$ cat src/rtl/spike_count_decoder.sv
// spike_count_decoder
//
// Classification end of a spiking network. After a start request it counts
// spikes on every neuron line for a fixed window of WINDOW cycles, then walks
// the per-neuron counts one per cycle to find the winner (argmax, ties go to
// the lowest index) and holds class index / spike count on a valid/ready
// output until the consumer accepts it.
//
// Optional feature: define SPIKE_DECODER_TIE_FLAG_EN to add the 'tie' output.
// It flags that another neuron reached the same non-zero winning count.
//
// Flow: IDLE -> COUNT (WINDOW cycles) -> SCAN (NUM_INPUTS cycles) -> HOLD.
// The result registers keep their last values after acceptance, so the last
// classification remains readable while the block is idle.

module spike_count_decoder #(
  parameter int NUM_INPUTS  = 4,
  parameter int WINDOW      = 100,
  parameter int COUNT_WIDTH = 16,
  parameter int CLASS_WIDTH = 2
) (
  input  logic                   clk,
  input  logic                   rst,
  input  logic                   start,
  input  logic [NUM_INPUTS-1:0]  spike_in,
  output logic                   busy,
  output logic                   result_valid,
  input  logic                   result_ready,
  output logic [CLASS_WIDTH-1:0] class_out,
  output logic [COUNT_WIDTH-1:0] max_count,
  output logic                   no_spike
`ifdef SPIKE_DECODER_TIE_FLAG_EN
  ,
  output logic                   tie
`endif
);

  // Window counter only needs to reach WINDOW-1; keep at least one bit.
  localparam int WIN_W = (WINDOW > 1) ? $clog2(WINDOW) : 1;

  typedef enum logic [1:0] {
    S_IDLE  = 2'd0,
    S_COUNT = 2'd1,
    S_SCAN  = 2'd2,
    S_HOLD  = 2'd3
  } state_t;

  state_t                   state_q, state_d;

  // Control strobes decoded from the state machine.
  logic                     clr_en;
  logic                     cnt_en;
  logic                     scan_en;
  logic                     load_en;
  logic                     win_last;
  logic                     scan_last;

  logic [WIN_W-1:0]         win_q;
  logic [COUNT_WIDTH-1:0]   cnt_q [NUM_INPUTS];

  // Running argmax state while scanning.
  logic [CLASS_WIDTH-1:0]   scan_idx_q;
  logic [COUNT_WIDTH-1:0]   cur_cnt;
  logic [COUNT_WIDTH-1:0]   best_cnt_q, best_cnt_d;
  logic [CLASS_WIDTH-1:0]   best_idx_q, best_idx_d;

  // Presented result.
  logic [CLASS_WIDTH-1:0]   class_q;
  logic [COUNT_WIDTH-1:0]   max_q;
  logic                     no_spike_q;

`ifdef SPIKE_DECODER_TIE_FLAG_EN
  logic                     tie_scan_q, tie_scan_d;
  logic                     tie_q;
`endif

  // Counters stick at all-ones instead of wrapping so a hot neuron never
  // appears to have fired fewer times than a quieter one.
  function automatic logic [COUNT_WIDTH-1:0] sat_inc(
    input logic [COUNT_WIDTH-1:0] c,
    input logic                   hit
  );
    if (hit && (c != {COUNT_WIDTH{1'b1}})) begin
      return c + COUNT_WIDTH'(1);
    end
    return c;
  endfunction

  assign win_last  = (win_q == WIN_W'(WINDOW - 1));
  assign scan_last = (scan_idx_q == CLASS_WIDTH'(NUM_INPUTS - 1));

  // State register.
  always_ff @(posedge clk) begin
    if (rst) begin
      state_q <= S_IDLE;
    end else begin
      state_q <= state_d;
    end
  end

  // Next-state logic and per-state control strobes.
  always_comb begin
    state_d      = state_q;
    clr_en       = 1'b0;
    cnt_en       = 1'b0;
    scan_en      = 1'b0;
    load_en      = 1'b0;
    busy         = 1'b1;
    result_valid = 1'b0;
    unique case (state_q)
      S_IDLE: begin
        busy = 1'b0;
        if (start) begin
          clr_en  = 1'b1;
          state_d = S_COUNT;
        end
      end
      S_COUNT: begin
        cnt_en = 1'b1;
        if (win_last) begin
          state_d = S_SCAN;
        end
      end
      S_SCAN: begin
        scan_en = 1'b1;
        if (scan_last) begin
          load_en = 1'b1;
          state_d = S_HOLD;
        end
      end
      S_HOLD: begin
        result_valid = 1'b1;
        if (result_ready) begin
          state_d = S_IDLE;
        end
      end
      default: begin
        state_d = S_IDLE;
      end
    endcase
  end

  // Window length counter: counts COUNT cycles from zero.
  always_ff @(posedge clk) begin
    if (rst || clr_en) begin
      win_q <= '0;
    end else if (cnt_en) begin
      win_q <= win_q + WIN_W'(1);
    end
  end

  // Per-neuron saturating spike counters; spikes only land during COUNT.
  always_ff @(posedge clk) begin
    for (int i = 0; i < NUM_INPUTS; i++) begin
      if (rst || clr_en) begin
        cnt_q[i] <= '0;
      end else if (cnt_en) begin
        cnt_q[i] <= sat_inc(cnt_q[i], spike_in[i]);
      end
    end
  end

  // One argmax step: select the count under the scan pointer and compare
  // strictly against the best so far, so earlier indices win ties.
  always_comb begin
    cur_cnt = '0;
    for (int i = 0; i < NUM_INPUTS; i++) begin
      if (scan_idx_q == CLASS_WIDTH'(i)) begin
        cur_cnt = cnt_q[i];
      end
    end
    best_cnt_d = best_cnt_q;
    best_idx_d = best_idx_q;
`ifdef SPIKE_DECODER_TIE_FLAG_EN
    tie_scan_d = tie_scan_q;
`endif
    if (cur_cnt > best_cnt_q) begin
      best_cnt_d = cur_cnt;
      best_idx_d = scan_idx_q;
`ifdef SPIKE_DECODER_TIE_FLAG_EN
      tie_scan_d = 1'b0;
`endif
    end
`ifdef SPIKE_DECODER_TIE_FLAG_EN
    else if ((cur_cnt == best_cnt_q) && (best_cnt_q != '0)) begin
      tie_scan_d = 1'b1;
    end
`endif
  end

  // Scan pointer and running best; cleared on a new start so the search
  // begins from index 0 with count 0.
  always_ff @(posedge clk) begin
    if (rst || clr_en) begin
      scan_idx_q <= '0;
      best_cnt_q <= '0;
      best_idx_q <= '0;
`ifdef SPIKE_DECODER_TIE_FLAG_EN
      tie_scan_q <= 1'b0;
`endif
    end else if (scan_en) begin
      best_cnt_q <= best_cnt_d;
      best_idx_q <= best_idx_d;
`ifdef SPIKE_DECODER_TIE_FLAG_EN
      tie_scan_q <= tie_scan_d;
`endif
      if (!scan_last) begin
        scan_idx_q <= scan_idx_q + CLASS_WIDTH'(1);
      end
    end
  end

  // Result registers: loaded with the final comparison as HOLD is entered,
  // then left untouched until the next completed scan or a reset.
  always_ff @(posedge clk) begin
    if (rst) begin
      class_q    <= '0;
      max_q      <= '0;
      no_spike_q <= 1'b0;
`ifdef SPIKE_DECODER_TIE_FLAG_EN
      tie_q      <= 1'b0;
`endif
    end else if (load_en) begin
      class_q    <= best_idx_d;
      max_q      <= best_cnt_d;
      no_spike_q <= (best_cnt_d == '0);
`ifdef SPIKE_DECODER_TIE_FLAG_EN
      tie_q      <= tie_scan_d;
`endif
    end
  end

  assign class_out = class_q;
  assign max_count = max_q;
  assign no_spike  = no_spike_q;
`ifdef SPIKE_DECODER_TIE_FLAG_EN
  assign tie       = tie_q;
`endif

endmodule

$ cat config.mk
export PLATFORM = sky130hd
export DESIGN_NAME = spike_count_decoder
export DESIGN_NICKNAME = d
export VERILOG_FILES = /design/src/rtl/spike_count_decoder.sv
export SDC_FILE = /design/constraint.sdc
export NUM_CORES = 1
export LEC_CHECK = 0
export CAP_MARGIN = 20
export CORE_MARGIN = 2
export CORE_UTILIZATION = 61
export CTS_CLUSTER_DIAMETER = 30
export CTS_CLUSTER_SIZE = 24
export DETAILED_ROUTE_END_ITERATION = 6
export PLACE_DENSITY = 0.78
export SLEW_MARGIN = 15
export SYNTH_ARGS = -nofsm -noshare
export SYNTH_HDL_FRONTEND = slang
export SYNTH_SLANG_ARGS = --single-unit
$ cat constraint.sdc
create_clock -name clk -period 3.7 [get_ports clk]
set_input_delay 0.74 -clock clk [delete_from_list [all_inputs] [get_ports clk]]
set_output_delay 0.74 -clock clk [all_outputs]
set_load 0.01 [all_outputs]
# Yosys cells after proc, flatten, opt, wreduce, memory -nomap -nowiden
# Memory sizes are Yosys's and may differ from the RTL's.
# Cells that the tools add are included.
op_classes:
  addsub: 6
  n_lt_le_gt_ge: 1
  eq_ne: 15
  n_mux: 56
  n_bitwise: 5
  n_reduce_logical: 10
op_table:
  columns: ["op", "n"]
  rows:
  - ["2-to-1 mux 16 bit", 25]
  - ["adder 16 x 1 -> 16 bit (second input constant)", 4]
  - ["inequality test 16 bit (second input constant)", 4]
  - ["2-to-1 mux 1 bit", 25]
  - ["> comparator 16 bit", 1]
  - ["zero test 16 bit", 1]
  - ["2-to-1 mux 2 bit", 5]
  - ["equality test 2 bit (second input constant)", 4]
  - ["inequality test 2 bit (second input constant)", 4]
  - ["case mux 2 bit (4 select lines)", 1]
  - ["adder 7 x 1 -> 7 bit (second input constant)", 1]
  - ["equality test 7 bit (second input constant)", 1]
  - ["equality test 2 x 1 -> 1 bit (second input constant)", 2]
  - ["logical AND 1 bit", 4]
  - ["zero test 2 bit", 2]
  - ["bitwise OR 1 bit", 4]
  - ["AND reduction 4 bit", 1]
  - ["adder 2 x 1 -> 2 bit (second input constant)", 1]
  - ["AND reduction 2 bit", 1]
  - ["logical OR 1 bit", 1]
  - ["inverter 1 bit", 1]
word_totals:
  ff_bits: 48
  mem_bits_rw: 64
  in_bits: 8
  elab_cells: 102
  memories: 1
memory_table:
  columns: ["name", "words", "width", "read_ports", "rd_clocked_by_memory_dff", "wr", "line", "text"]
  rows:
  - ["cnt_q", 4, 16, 4, 0, 4, "59", "logic [COUNT_WIDTH-1:0] cnt_q [NUM_INPUTS];"]

# Logic depth before layout (Yosys ltp)
# Gate-level depths: netlist of run 1.
depth:
  word_depth: 9
  ltp_mapped: 15
  mapped_depth_nobuf: 13

# Least setup slack after synthesis of run 1
# Ideal clock, no wire load.
synth_path:
  kind: "flip-flop to flip-flop"
  startpoint: "register scan_idx_q[0]"
  endpoint: "register best_cnt_q[10]"
  arrival_ns: 3.107
  slack_ns: 0.464
  stages_incl_launch_ff: 14
  n_path_buf: 2
  period_less_slack_ns: 3.236
  path_cell_list: "dfxtp_1 -> inv_1 -> ha_1 -> nor2_1 -> buf_2 -> o211a_1 -> nor2_1 -> ha_1 -> nand4_1 -> nor4_1 -> a21bo_2 -> a311oi_4 -> buf_4 -> o31ai_1"
synth_via:
  elab_chain_cells: 7
  word_cells_on_any_way: 10
  cone_classes: "order compare (1); eq/ne (3); mux (5); reduce/logical (1)"
synth_rtl:
  columns: ["item", "line", "text"]
  rows:
  - ["start, declared", "62", "logic [CLASS_WIDTH-1:0] scan_idx_q;"]
  - ["start signal, assigned", "208", "scan_idx_q <= scan_idx_q + CLASS_WIDTH'(1);"]
  - ["zero test 2 bit", "168", "if (scan_idx_q == CLASS_WIDTH'(i)) begin"]
  - ["2-to-1 mux 16 bit (3 in series)", "168", null]
  - ["2-to-1 mux 16 bit (*)", "168", null]
  - ["> comparator 16 bit", "177", "if (cur_cnt > best_cnt_q) begin"]
  - ["2-to-1 mux 16 bit (*)", "177", null]
  - ["end signal, assigned", "202", "best_cnt_q <= best_cnt_d;"]
  - ["end, declared", "64", "logic [COUNT_WIDTH-1:0] best_cnt_q, best_cnt_d;"]
# Every way passes the cells marked *; elsewhere a longest branch is shown, timed or not.
# A chain may end at the register's enable or synchronous reset.

# Final worst setup path of run 1
layout_path:
  startpoint: "register scan_idx_q[0]"
  endpoint: "register class_q[1] (netlist: class_out[1])"
layout_via:
  elab_chain_cells: 7
  word_cells_on_any_way: 12
  cone_classes: "order compare (1); eq/ne (3); mux (7); reduce/logical (1)"
layout_rtl:
  columns: ["item", "line", "text"]
  rows:
  - ["zero test 2 bit", "168", null]
  - ["2-to-1 mux 16 bit (4 in series)", "168", null]
  - ["> comparator 16 bit", "177", null]
  - ["2-to-1 mux 2 bit", "177", null]
  - ["end signal, assigned", "224", "class_q <= best_idx_d;"]
  - ["end, declared", "68", "logic [CLASS_WIDTH-1:0] class_q;"]
# Parallel ways exist; a longest one is shown, timed or not.

==> impl_metrics.env, run 1 <==
export IMPL_highest_delay_cell_along_the_critical_path="dfxtp_1"
export IMPL_floorplan_initialDensity_pct=62.0
export IMPL_final_net_count=747
export IMPL_final_period_minus_worst_setup_slack_ns=3.58
export IMPL_flow_area_growth_from_synthesis_pct=11.5
export IMPL_cp_num_buf_inv=2
export IMPL_yosysSeqAreaShare_pct=45.6
export IMPL_globalRoute_totalOverflow=0
export IMPL_rows=37
export IMPL_drt_first_iter_violations=458
export IMPL_remaining_routing_drc_violations=0
export IMPL_path_max_fanout=16
export IMPL_maxCapViolations=0
export IMPL_cts_root_buf="clkbuf_8"
export IMPL_timing_worst_setup_path_type="reg -> reg"
export IMPL_vias_in_the_first_global_route=5044
export IMPL_setup_tns_final_ns=0
export IMPL_final_cell_count_no_fill=850
export IMPL_clock_tree_htree_level_count=3
export IMPL_gpl_final_weighted_congestion=0.957
export IMPL_result_of_the_run="completed"
export IMPL_max_stage_delay_ns=0.40
export IMPL_clk_transition_reported_paths_ns=0.11
export IMPL_antenna_violations_before_repair=0
export IMPL_cts_buffers=9
export IMPL_ys_types=45
export IMPL_irDropWorstVdd_mv=0.683
export IMPL_worst_ep_required_time_ns=4.00
export IMPL_synth_fp_nets=722
export IMPL_netSwitchingFraction_pct=39.9
export IMPL_finalHoldViolCount=0
export IMPL_worst_hold_slack_ns=0.475
export IMPL_detailroute_via_count=5307
export IMPL_core_area_sq_um=10200
export IMPL_synth_enable_flop_cells=64
export IMPL_grt_start_max_net_pins=39
export IMPL_fin_worst_skew_ns=0.0117
export IMPL_total_switching_power_w=0.00177
export IMPL_fp_dieW_um=106
export IMPL_finalInstanceArea_sq_um=7050
export IMPL_dpl_hpwl_um=11200
export IMPL_pwr_share_clk_pct=17.0
export IMPL_worstPathCellList="inv_1 -> ha_2 -> nand2b_2 -> o22ai_1 -> nor2_1 -> ha_1 -> nand4_1 -> nor4_2 -> a21bo_2 -> a31oi_4 -> buf_12 -> nor3_1 -> a311oi_1"
export IMPL_wire_per_inst_um=18.5
export IMPL_insertion_delay_ns=0.40
export IMPL_grt_first_pass_wirelength_um=25400
export IMPL_ys_seq_elements=112
export IMPL_crit_path_start_kind="register"
export IMPL_cts_sinks=112
export IMPL_clock_path_buffers=2
export IMPL_die_height_um=106
export IMPL_io_pins=29
export IMPL_maxSlewViolCount=0
export IMPL_fp_dieArea_sq_um=11200
export IMPL_cellPowerDensity_nw_per_um2=628
export IMPL_p_int_w=0.00266
export IMPL_worst_r2r_setup_slack_ns=0.12
export IMPL_grt_use_total_pct=29.0
export IMPL_synthesis_instances=684
export IMPL_period_share_pct=96.8
export IMPL_placement_io_buffers=28
export IMPL_number_of_diodes_added_for_antenna_fixing=0
export IMPL_power_share_sequential_pct=43.1
export IMPL_cp_arrival_ns=3.88
export IMPL_synth_top_flop_cell="edfxtp_1"
export IMPL_place_area_sq_um=6760
export IMPL_ant_nets=0
export IMPL_dp_cells=831
export IMPL_drt_vias_per_instance=6.24
export IMPL_detailed_route_wire_length_um=15700
export IMPL_cts_tree="yes"
export IMPL_syn_area_sq_um=6320
export IMPL_post_synth_cell_area_avg_sq_um=9.23
export IMPL_final_setup_viol_count=0
export IMPL_drive_above_1_share_pct=7.84
export IMPL_cellLeakagePower_nw=2.49
export IMPL_fmax_mhz=279
export IMPL_hp_class="reg -> reg"
export IMPL_total_power_w=0.00442
export IMPL_asyncSetResetFlopFracSynth_pct=0
export IMPL_crit_path_end_kind="register"
export IMPL_timing_critical_path_max_delay_family="compound AO/OA/AOI/OAI gates"
export IMPL_synthesis_yosys_warnings=0
export IMPL_max_slew_worst_pin_slew_ns=0.681
export IMPL_combPwrFrac_pct=39.9
export IMPL_drtPass1Iterations=5
export IMPL_timing_max_slew_rel_slack_pct=54.5
[cells by family (layout without fill, tap and decap cells)]
group,after synthesis,in the layout,synth area share [%]
AND/OR/NAND/NOR,266,266,20.1
adder cells (fa/ha/maj),30,30,5.94
multiplexers,17,17,2.69
flip-flops,112,112,45.6
AO/OA/AOI/OAI,143,143,14.3
XOR/XNOR,50,50,6.93
buffers and inverters,66,96,4.38
[through the flow]
stage | setup slack, ns | util, %
detailed placement | 0.0420 | 66.4
global route | -0.0801 | 69.2
floorplan | 0.464 | -
CTS | 0.0220 | 68.4
global placement | 0.206 | 66.4
finish | 0.120 | 69.2
[worst paths after layout]
check                                      to  cells past startpoint           from
worst min register to register  best_idx_q[1]                      2  best_idx_q[1]
worst max-delay path             class_out[1]                     13  scan_idx_q[0]
worst max register to register   class_out[1]                     13  scan_idx_q[0]
worst min-delay path            best_idx_q[1]                      2  best_idx_q[1]
[registers in the layout (all words and copies together), names as in the netlist]
| register | count |
|---|---|
| cnt_q | 64 |
| best_cnt_q | 16 |
| max_count | 16 |
| win_q | 7 |
| best_idx_q | 2 |
| class_out | 2 |
| scan_idx_q | 2 |
| state_q | 2 |
| no_spike | 1 |
[layout make-up]
cell class	instances	area, sq um
clock buffers	11	131
clock inverters	5	65.1
fillers	810	3140
inverters	31	120
multi-input cells	506	3220
flip-flops and latches	112	2880
well taps	136	170
repair buffers	48	447
repair inverters	1	7.51
[power groups by stage]
stage	sequential, W	combinational [W]	clock, W
2_1_floorplan	0.00181	0.00122	0
3_3_place_gp	0.00190	0.00163	0
3_5_place_dp	0.00192	0.00168	0
4_1_cts	0.00189	0.00170	0.000765
5_1_grt	0.00193	0.00192	0.000809
6_report	0.00190	0.00176	0.000753
[worst reg2reg max path: stages, from the launching register on]
cell and delay (ns):
dfxtp_1 0.40, inv_1 0.17, ha_2 0.26, nand2b_2 0.20
o22ai_1 0.37, nor2_1 0.19, ha_1 0.33, nand4_1 0.15
nor4_2 0.34, a21bo_2 0.31, a31oi_4 0.23, buf_12 0.20
nor3_1 0.07, a311oi_1 0.27
[synthesized netlist by cell type, types with 6 or more instances]
| master | number | area [sq um] |
|---|---|---|
| a21oi_1 | 42 | 210 |
| a31oi_1 | 6 | 37.5 |
| and3_1 | 8 | 50.1 |
| and4_1 | 6 | 52.6 |
| clkbuf_1 | 27 | 101 |
| dfxtp_1 | 48 | 961 |
| edfxtp_1 | 64 | 1920 |
| ha_1 | 30 | 375 |
| inv_1 | 31 | 116 |
| mux2i_1 | 17 | 170 |
| nand2_1 | 68 | 255 |
| nand3_1 | 37 | 185 |
| nand4_1 | 21 | 131 |
| nor2_1 | 80 | 300 |
| nor3_1 | 8 | 40.0 |
| nor4_1 | 7 | 43.8 |
| o211a_1 | 10 | 100 |
| o21ai_0 | 39 | 195 |
| o22ai_1 | 17 | 106 |
| o31ai_1 | 14 | 105 |
| or3_1 | 13 | 81.3 |
| xnor2_1 | 17 | 149 |
| xor2_1 | 33 | 289 |
[timing repair]
action | 4_1_cts | 5_1_grt
setup buffers | 0 | 2
hold buffers | 0 | 0
setup endpoints to repair | 6 | 37
gates cloned | 0 | 1
pin swaps | 0 | 2
hold endpoints to repair | 0 | 0
resized for setup | 1 | 15
[routing by layer]
layer  vias up  routed length, um  GRT usage [%]  part of all wire (%)
li1       2527                  -              -                     -
met1      2514               6380           37.2                    41
met2       231               7680           47.6                    49
met3        35               1290           7.42                   8.2
met4         0                352           10.2                   2.2
met5         -                  0              0                     0
[cells in the final DEF (no fill, tap or decap), drive strengths merged, types with 30 or more instances in the layout]
master / instances
ha: 30
nor2: 80
nand3: 37
nand2: 68
dfxtp: 48
edfxtp: 64
inv: 32
a21oi: 42
xor2: 33
o21ai: 39
(Power assumes the default switching activity.)
==> inputs of run 2 (changes only) <==
--- a/config.mk
+++ b/config.mk
@@ -11,6 +11,7 @@
 export CTS_CLUSTER_DIAMETER = 30
 export CTS_CLUSTER_SIZE = 24
 export DETAILED_ROUTE_END_ITERATION = 6
+export MAX_ROUTING_LAYER = met4
 export PLACE_DENSITY = 0.78
 export SLEW_MARGIN = 15
 export SYNTH_ARGS = -nofsm -noshare
==> run 2 against run 1 <==
Effect of this change: wire length down 1.5%; first-iteration DRC count down 7.6%; core utilization about the same; global-route usage up 0.14 points; power down 2.1%; fmax up 3.3%; cell count up 0.47%; sequential cell count unchanged; non-clock buffer count up 5; sequential share of layout area about the same; critical path depth up 1; sequential power about the same.
==> impl_metrics.env, run 2 (same netlist as run 1, synthesis figures left out) <==
export IMPL_grt_use_total_pct=29.1
export IMPL_core_area_sq_um=10200
export IMPL_power_share_sequential_pct=43.9
export IMPL_wire_per_inst_um=18.1
export IMPL_vias_in_the_first_global_route=5124
export IMPL_drt_first_iter_violations=423
export IMPL_flow_area_growth_from_synthesis_pct=11.6
export IMPL_irDropWorstVdd_mv=0.362
export IMPL_top_register="cnt_q"
export IMPL_maxSlewViolCount=0
export IMPL_detailed_route_wire_length_um=15500
export IMPL_io_pins=29
export IMPL_rsz_0062_raised_after_global_routing="no"
export IMPL_clk_transition_reported_paths_ns=0.11
export IMPL_drt_vias_per_instance=6.26
export IMPL_worst_ep_required_time_ns=3.97
export IMPL_period_share_pct=93.7
export IMPL_cellLeakagePower_nw=2.51
export IMPL_crit_path_start_kind="register"
export IMPL_count_of_fill_cells_added_during_filler_insertion=805
export IMPL_commonest_cells_after_routing_fill_and_taps_aside="nor2_1 (79), nand2_1 (67), edfxtp_1 (64), dfxtp_1 (46), a21oi_1 (41)"
export IMPL_p_int_w=0.00259
export IMPL_cts_root_buf="clkbuf_8"
export IMPL_placement_io_buffers=28
export IMPL_final_period_minus_worst_setup_slack_ns=3.47
export IMPL_detailroute_via_count=5344
export IMPL_rows=37
export IMPL_final_setup_viol_count=0
export IMPL_drtPass1Iterations=5
export IMPL_cts_sinks=112
export IMPL_cp_arrival_ns=3.73
export IMPL_final_net_count=751
export IMPL_cts_tree="yes"
export IMPL_drive_above_1_share_pct=8.36
export IMPL_gpl_final_weighted_congestion=0.977
export IMPL_result_of_the_run="completed"
export IMPL_timing_worst_setup_path_type="reg -> reg"
export IMPL_rr_startpoint="scan_idx_q[1]"
export IMPL_setup_tns_final_ns=0
export IMPL_ctsHoldBuffers=0
export IMPL_remaining_routing_drc_violations=0
export IMPL_number_of_diodes_added_for_antenna_fixing=0
export IMPL_insertion_delay_ns=0.38
export IMPL_uppermost_routed_layer="met4"
export IMPL_max_slew_worst_pin_slew_ns=0.680
export IMPL_crit_path_end_kind="register"
export IMPL_largest_reg_flops=64
export IMPL_timing_max_slew_rel_slack_pct=54.6
export IMPL_netSwitchingFraction_pct=40.1
export IMPL_total_power_w=0.00433
export IMPL_layout_core_utilization_pct=69.2
export IMPL_grt_start_max_net_pins=33
export IMPL_cts_buffers=9
export IMPL_clock_path_buffers=2
export IMPL_finalHoldViolCount=0
export IMPL_maxCapViolations=0
export IMPL_floorplan_initialDensity_pct=62.0
export IMPL_combPwrFrac_pct=40.4
export IMPL_antenna_violations_before_repair=0
export IMPL_pwr_share_clk_pct=15.7
export IMPL_setup_worst_path_start="scan_idx_q[1]"
export IMPL_finalInstanceArea_sq_um=7050
export IMPL_globalRoute_totalOverflow=0
export IMPL_route_met2_wl_um=7370
export IMPL_path_max_fanout=26
export IMPL_fmax_mhz=288
export IMPL_mostFrequentLayoutCell="nor2_1"
export IMPL_cellPowerDensity_nw_per_um2=614
export IMPL_fp_dieW_um=106
export IMPL_min_delay_start="best_idx_q[1]"
export IMPL_fp_dieArea_sq_um=11200
export IMPL_total_switching_power_w=0.00174
export IMPL_hp_class="reg -> reg"
export IMPL_ant_nets=0
export IMPL_dpl_hpwl_um=11200
export IMPL_detailroute_wirelength_met3_um=874
export IMPL_grt_first_pass_wirelength_um=25000
export IMPL_fin_worst_skew_ns=0.0158
export IMPL_die_height_um=106
export IMPL_clock_tree_htree_level_count=3
export IMPL_place_area_sq_um=6760
export IMPL_route_layer_met1_wl_um=6680
[run 2: cell count changes in the layout (fill, tap and decap cells not counted), moves of 2 or more]
cell and change:
buf_4 +3, inv_4 +3, clkbuf_1 -2, o22ai_1 +2, o22ai_2 -2
[run 2: repair_timing]
item | in CTS | in global routing
gates resized for setup | 0 | 16
hold endpoints to repair | 0 | 0
setup endpoints to repair | 0 | 37
buffers inserted | 0 | 6
[run 2: final timing paths]
path                            slack [ns]  cells after the start              to
worst min register to register        0.47                      2   best_idx_q[1]
worst max register to register        0.23                     14  best_cnt_q[12]
worst max-delay path                  0.23                     14  best_cnt_q[12]
worst min-delay path                  0.47                      2   best_idx_q[1]
[run 2: metal layers]
| metal | GRT usage (%) | vias up |
|---|---|---|
| li1 | - | 2535 |
| met1 | 36.7 | 2561 |
| met2 | 46.9 | 200 |
| met3 | 4.76 | 48 |
| met4 | 12.0 | 0 |
| met5 | - | - |
[run 2: stage by stage]
| step | worst slack (ns) | hold WS, ns | cells |
|---|---|---|---|
| floorplan | 0.464 | 0.437 | 684 |
| global placement | 0.189 | 0.452 | 831 |
| detailed placement | 0.0281 | 0.460 | 831 |
| CTS | 0.0159 | 0.477 | 847 |
| global route | 0.000403 | 0.499 | 854 |
| finish | 0.233 | 0.475 | 854 |
[run 2: power groups by stage]
stage                     Combinational [W]  Sequential (W)  Clock [W]
after floorplan                     0.00122         0.00181          0
after global placement              0.00162         0.00190          0
after detailed placement            0.00167         0.00192          0
after CTS                           0.00168         0.00189   0.000687
after global routing                0.00192         0.00193   0.000731
final                               0.00175         0.00190   0.000678
[run 2: area by class of cell]
class / instances / area (sq um) / share of cell area (%)
inverters: 31 / 120 / 1.70
well taps: 136 / 170 / 2.41
repair buffers: 53 / 485 / 6.89
clock buffers: 10 / 129 / 1.83
clock inverters: 6 / 41.3 / 0.586
flip-flops and latches: 112 / 2890 / 41.0
multi-input cells: 506 / 3220 / 45.6
[run 2: critical path: stages, from the launching register on]
cell and delay [ns]:
dfxtp_4 0.39, inv_1 0.09, ha_1 0.18, buf_4 0.20
a21oi_1 0.18, o21ai_0 0.15, a22oi_2 0.29, inv_1 0.08
ha_1 0.30, nand2_1 0.07, nor4_2 0.30, a21bo_2 0.31
a311oi_4 0.36, buf_2 0.34, o31ai_1 0.12
==> inputs of run 3 (changes only) <==
--- a/config.mk
+++ b/config.mk
@@ -7,12 +7,13 @@
 export LEC_CHECK = 0
 export CAP_MARGIN = 20
 export CORE_MARGIN = 2
-export CORE_UTILIZATION = 61
+export CORE_UTILIZATION = 63
+export CTS_BUF_LIST = sky130_fd_sc_hd__clkbuf_2
 export CTS_CLUSTER_DIAMETER = 30
 export CTS_CLUSTER_SIZE = 24
 export DETAILED_ROUTE_END_ITERATION = 6
 export MAX_ROUTING_LAYER = met4
-export PLACE_DENSITY = 0.78
+export PLACE_DENSITY = 0.81
 export SLEW_MARGIN = 15
 export SYNTH_ARGS = -nofsm -noshare
 export SYNTH_HDL_FRONTEND = slang
==> run 3 against run 2 <==
Effect of this change: clock skew grew 0.010 ns; fmax rose by 1.2%; wire length down 0.38%; count of clock-buffer cells in the layout increased by 2; sequential power about the same; critical path depth decreased by 1; non-clock buffer count up 3; via count fell by 0.22%.
==> impl_metrics.env, run 3 (same netlist as run 1, synthesis figures left out) <==
export IMPL_seqCellArea_sq_um=2880
export IMPL_hp_class="reg -> reg"
export IMPL_top_register="cnt_q"
export IMPL_max_slew_worst_pin_slew_ns=0.741
export IMPL_detailroute_wirelength_met3_um=1010
export IMPL_fp_dieW_um=104
export IMPL_cts_tree="yes"
export IMPL_cellPowerDensity_nw_per_um2=599
export IMPL_final_setup_viol_count=0
export IMPL_clk_transition_reported_paths_ns=0.27
export IMPL_fin_worst_skew_ns=0.0261
export IMPL_crit_path_end_kind="register"
export IMPL_path_max_fanout=9
export IMPL_maxCapViolations=0
export IMPL_final_period_minus_worst_setup_slack_ns=3.42
export IMPL_rows=36
export IMPL_ant_nets=0
export IMPL_timing_worst_setup_path_type="reg -> reg"
export IMPL_finalHoldViolCount=0
export IMPL_multi_input_comb_area_sq_um=3190
export IMPL_largest_reg_flops=64
export IMPL_drt_vias_per_instance=6.24
export IMPL_period_share_pct=92.5
export IMPL_combPwrFrac_pct=41.0
export IMPL_number_of_diodes_added_for_antenna_fixing=0
export IMPL_insertion_delay_ns=0.63
export IMPL_maxSlewViolCount=0
export IMPL_remaining_routing_drc_violations=0
export IMPL_pwr_share_clk_pct=13.3
export IMPL_highest_delay_cell_along_the_critical_path="or3b_2"
export IMPL_layout_core_utilization_pct=71.1
export IMPL_placement_io_buffers=28
export IMPL_detailroute_via_count=5332
export IMPL_detailed_route_wire_length_um=15400
export IMPL_fin_ws_ns=0.276
export IMPL_route_layer_met1_wl_um=6290
export IMPL_result_of_the_run="completed"
export IMPL_final_cell_count_no_fill=854
export IMPL_drtPass1Iterations=5
export IMPL_globalRoute_totalOverflow=0
export IMPL_drive_above_1_share_pct=8.32
export IMPL_die_height_um=104
export IMPL_fp_dieArea_sq_um=10800
export IMPL_io_pins=29
export IMPL_flow_area_growth_from_synthesis_pct=10.0
export IMPL_total_switching_power_w=0.00169
export IMPL_dp_worst_setup_slack_ns=0.187
export IMPL_cts_sinks=112
export IMPL_drt_first_iter_violations=428
export IMPL_clock_tree_htree_level_count=3
export IMPL_count_of_fill_cells_added_during_filler_insertion=745
export IMPL_uppermost_routed_layer="met4"
export IMPL_fmax_mhz=292
export IMPL_irDropWorstVdd_mv=0.421
export IMPL_rsz_0062_raised_after_global_routing="no"
export IMPL_worst_ep_required_time_ns=4.24
export IMPL_cp_arrival_ns=3.97
export IMPL_crit_path_start_kind="register"
export IMPL_p_int_w=0.00247
export IMPL_netSwitchingFraction_pct=40.5
export IMPL_max_stage_delay_ns=0.44
export IMPL_clock_path_buffers=2
export IMPL_timing_max_slew_rel_slack_pct=50.6
export IMPL_final_net_count=754
export IMPL_grt_use_total_pct=30.3
export IMPL_floorplan_initialDensity_pct=64.6
export IMPL_gpl_final_weighted_congestion=0.986
export IMPL_wire_per_inst_um=18.0
export IMPL_vias_in_the_first_global_route=5076
export IMPL_power_share_sequential_pct=45.7
export IMPL_commonest_cells_after_routing_fill_and_taps_aside="nor2_1 (79), nand2_1 (67), edfxtp_1 (64), dfxtp_1 (47), a21oi_1 (41)"
export IMPL_route_met2_wl_um=7550
export IMPL_worstPathCellList="inv_1 -> ha_2 -> or3b_2 -> o21ai_0 -> nor2_1 -> ha_1 -> nand4_1 -> nor4_2 -> a21bo_2 -> a31oi_2 -> buf_4 -> mux2i_1 -> a21oi_1"
export IMPL_cellLeakagePower_nw=2.50
export IMPL_dpl_hpwl_um=11400
export IMPL_dp_cells=838
export IMPL_grt_start_max_net_pins=49
export IMPL_worst_hold_slack_ns=0.483
export IMPL_core_area_sq_um=9770
export IMPL_mostFrequentLayoutCell="nor2_1"
export IMPL_setup_tns_final_ns=0
export IMPL_antenna_violations_before_repair=0
export IMPL_grt_first_pass_wirelength_um=25300
export IMPL_cts_buffers=9
export IMPL_cts_root_buf="clkbuf_2"
run 3: cell count changes in the layout (fill, tap and decap cells not counted), sizes merged:
cell / change
buf: +3
bufinv: +1
clkbuf: +2
clkinvlp: -1
inv: -2
run 3: critical path, delay by kind of cell (launching register included):
family / cells / cell delay [ns]
buf+inv: 2 / 0.35
simple gates: 4 / 1.00
mux: 1 / 0.28
fa+ha+maj: 2 / 0.55
flops: 1 / 0.42
compound gates: 4 / 0.73
run 3: metrics by stage:
step | area [sq um] | total power, W
after floorplan | 6320 | 0.00304
after global placement | 6820 | 0.00352
final | 6950 | 0.00416
after CTS | 6930 | 0.00413
after detailed placement | 6820 | 0.00359
after global routing | 6950 | 0.00442
run 3: path summary, 6_finish.rpt:
kind                 start             to  slack, ns  cells after the start
max          scan_idx_q[0]  max_count[12]       0.28                     13
min          best_idx_q[1]  best_idx_q[1]       0.48                      2
max reg2reg  scan_idx_q[0]  max_count[12]       0.28                     13
min reg2reg  best_idx_q[1]  best_idx_q[1]       0.48                      2
run 3: per-layer routing:
metal  up-vias  GRT usage (%)
met4         0           12.5
met3        45           6.83
met1      2539           37.1
met5         -              -
li1       2537              -
met2       211           48.8
run 3: power by group through the flow:
stage | combinational (W) | sequential, W | clock (W)
floorplan | 0.00122 | 0.00181 | 0
global placement | 0.00161 | 0.00191 | 0
detailed placement | 0.00167 | 0.00192 | 0
CTS | 0.00168 | 0.00189 | 0.000559
global route | 0.00189 | 0.00193 | 0.000603
finish | 0.00171 | 0.00190 | 0.000553
run 3: final cells by class:
| cell class | count | area share [%] |
|---|---|---|
| flip-flops and latches | 112 | 41.5 |
| repair buffers | 56 | 7.06 |
| clock inverters | 4 | 0.648 |
| multi-input cells | 506 | 45.9 |
| clock buffers | 12 | 0.864 |
| well taps | 133 | 2.39 |
| inverters | 31 | 1.67 |
run 3: repair_timing:
item | 4_1_cts | 5_1_grt
resized for setup | 0 | 7
hold buffers | 0 | 0
buffers inserted | 0 | 0
setup endpoints to repair | 0 | 37
==> variant (config.mk and constraints of run 3) <==
The option `SPIKE_DECODER_TIE_FLAG_EN` is turned on by a define.
--- a/src/rtl/spike_count_decoder.sv
+++ b/src/rtl/spike_count_decoder.sv
@@ -12,6 +12,8 @@
 // Flow: IDLE -> COUNT (WINDOW cycles) -> SCAN (NUM_INPUTS cycles) -> HOLD.
 // The result registers keep their last values after acceptance, so the last
 // classification remains readable while the block is idle.
+
+`define SPIKE_DECODER_TIE_FLAG_EN
 
 module spike_count_decoder #(
   parameter int NUM_INPUTS  = 4,
Check against the original RTL (old outputs only; new: tie): equivalent (Yosys induction, for registers that start in step).
==> variant against run 3 <==
  * Total power is 21% higher
  * Count of clock-buffer cells in the layout is 9 higher
  * Core utilization is 4.7 points higher
  * Clock power is 72% higher
  * Setup slack worse by 0.088 ns
  * Cell area is 12% higher
  * Area after synthesis is 4.6% higher
  * Sequential cell count is 2 higher
  * Largest power group is now combinational cells
  * Wire length is 12% higher
  * Sequential power is 2% higher
  * Via count is 9.6% higher
  * Non-clock buffer count is 41 higher
  * Critical path type unchanged
==> variant: results (changes against run 3) <==
Run status
  – Run status: finished, final reports clean

Finish
  – Clock buffer instance count of the final layout: 21 (+9)
  – Buffers outside the clock class: 97 (+73%)
  – Share of layout cells above drive strength 1: 14.7% (+6.4 points)
  – Area growth syn-to-layout: 17.4%
  – Final #Nets: 822 (+9.0%)
  – Non-clock buffers, area share: 11.1% (+4.0 points)
  – Fraction of area in clock buffers and inverters: 3.42% (+1.9 points)
  – FILL cells: 705 (-5.4%)
  – Share of cell area taken by multi-input logic gates: 44.1% (-1.8 points)
  – Post-route non-filler standard cell count: 933 (+9.3%)
  – Register area: 0.00292 mm^2 (+1.3%)

Power
  – VDD IR-drop max: 0.000637 V (+51%)
  – Clock Power: 0.950 mW (+72%)
  – Cell internal power dissipation: 3.05 mW (+23%)
  – Sequential fraction of design power: 38.7% (-7.0 points)
  – Total Power Consumption: 5.02 mW (+21%)

Logic synthesis
  – Cell area after synthesis: 0.00660 mm^2 (+4.6%)
  – Register bit count reported by yosys: 114 (+1.8%)
  – Mux cell area share after synthesis: 3.05% (+0.36 points)
  – Synthesized net count: 749 (+3.7%)
  – Compound-Gate Fraction of Synth Area: 13.1% (-1.2 points)
  – Dominant cells by area after synthesis: sky130_fd_sc_hd__edfxtp_1, sky130_fd_sc_hd__dfxtp_1, sky130_fd_sc_hd__ha_1
  – Most frequent cells after synthesis: sky130_fd_sc_hd__nor2_1, sky130_fd_sc_hd__edfxtp_1, sky130_fd_sc_hd__nand2_1
  – Synth unique cells: 59 (+31%)

STA
  – Minimum period implied by the final worst setup slack: 3.51 ns (+0.0878 ns)
  – Worst hold slack across all endpoints: 0.483 ns (+0.000116 ns)
  – Max-Slew Margin vs Limit: 48.5% (-2.1 points)

Global routing
  – Pin count of the biggest net entering global routing: 61 (+24%)
  – Global router's overall resource usage: 32.8% (+2.5 points)

CTS
  – Skew-Pair Late Insertion Delay: 0.72 ns (+0.09 ns)
  – Clock slew at reported path FFs: 0.18 ns (-0.09 ns)
  – Deepest level of the CTS H-tree: 4 (+1)

Setup path
  – Peak fanout along the critical path: 27 (+18)
  – Worst setup path endpoint: max_count[13]
  – Arrival time worst endpoint: 4.16 ns (+0.19 ns)

Placed design
  – Worst slack at placement: 0.0328 ns (-0.154 ns)
  – Post-Place Cell Area: 0.00744 mm^2 (+9.0%)
  – HPWL reported at the end of detailed placement: 12,800 um (+12%)
  – Post-Place Cells: 899 (+7.3%)

Detailed routing
  – Starting DRT DRC Count: 508 (+19%)

Hold path
  – Hold Crit Start: tie_scan_q
-- variant: cell count changes after synthesis, moves of 5 or more --
cell | run 3 | this run
sky130_fd_sc_hd__o21ai_0 | 39 | 22
sky130_fd_sc_hd__a211oi_1 | 2 | 17
sky130_fd_sc_hd__a21oi_1 | 42 | 27
sky130_fd_sc_hd__nand2_1 | 68 | 56
sky130_fd_sc_hd__o211a_1 | 10 | 0
sky130_fd_sc_hd__nor2_1 | 80 | 89
sky130_fd_sc_hd__o22ai_1 | 17 | 8
sky130_fd_sc_hd__or3_1 | 13 | 6
sky130_fd_sc_hd__xor2_1 | 33 | 40
sky130_fd_sc_hd__nand3b_1 | 5 | 11
sky130_fd_sc_hd__clkbuf_1 | 27 | 32
-- variant: metal layers --
layer	share of wire, %	track usage (%)
met5	0	-
met4	3.4	14.7
met3	7.2	5.82
met2	48	53.0
met1	41	40.4
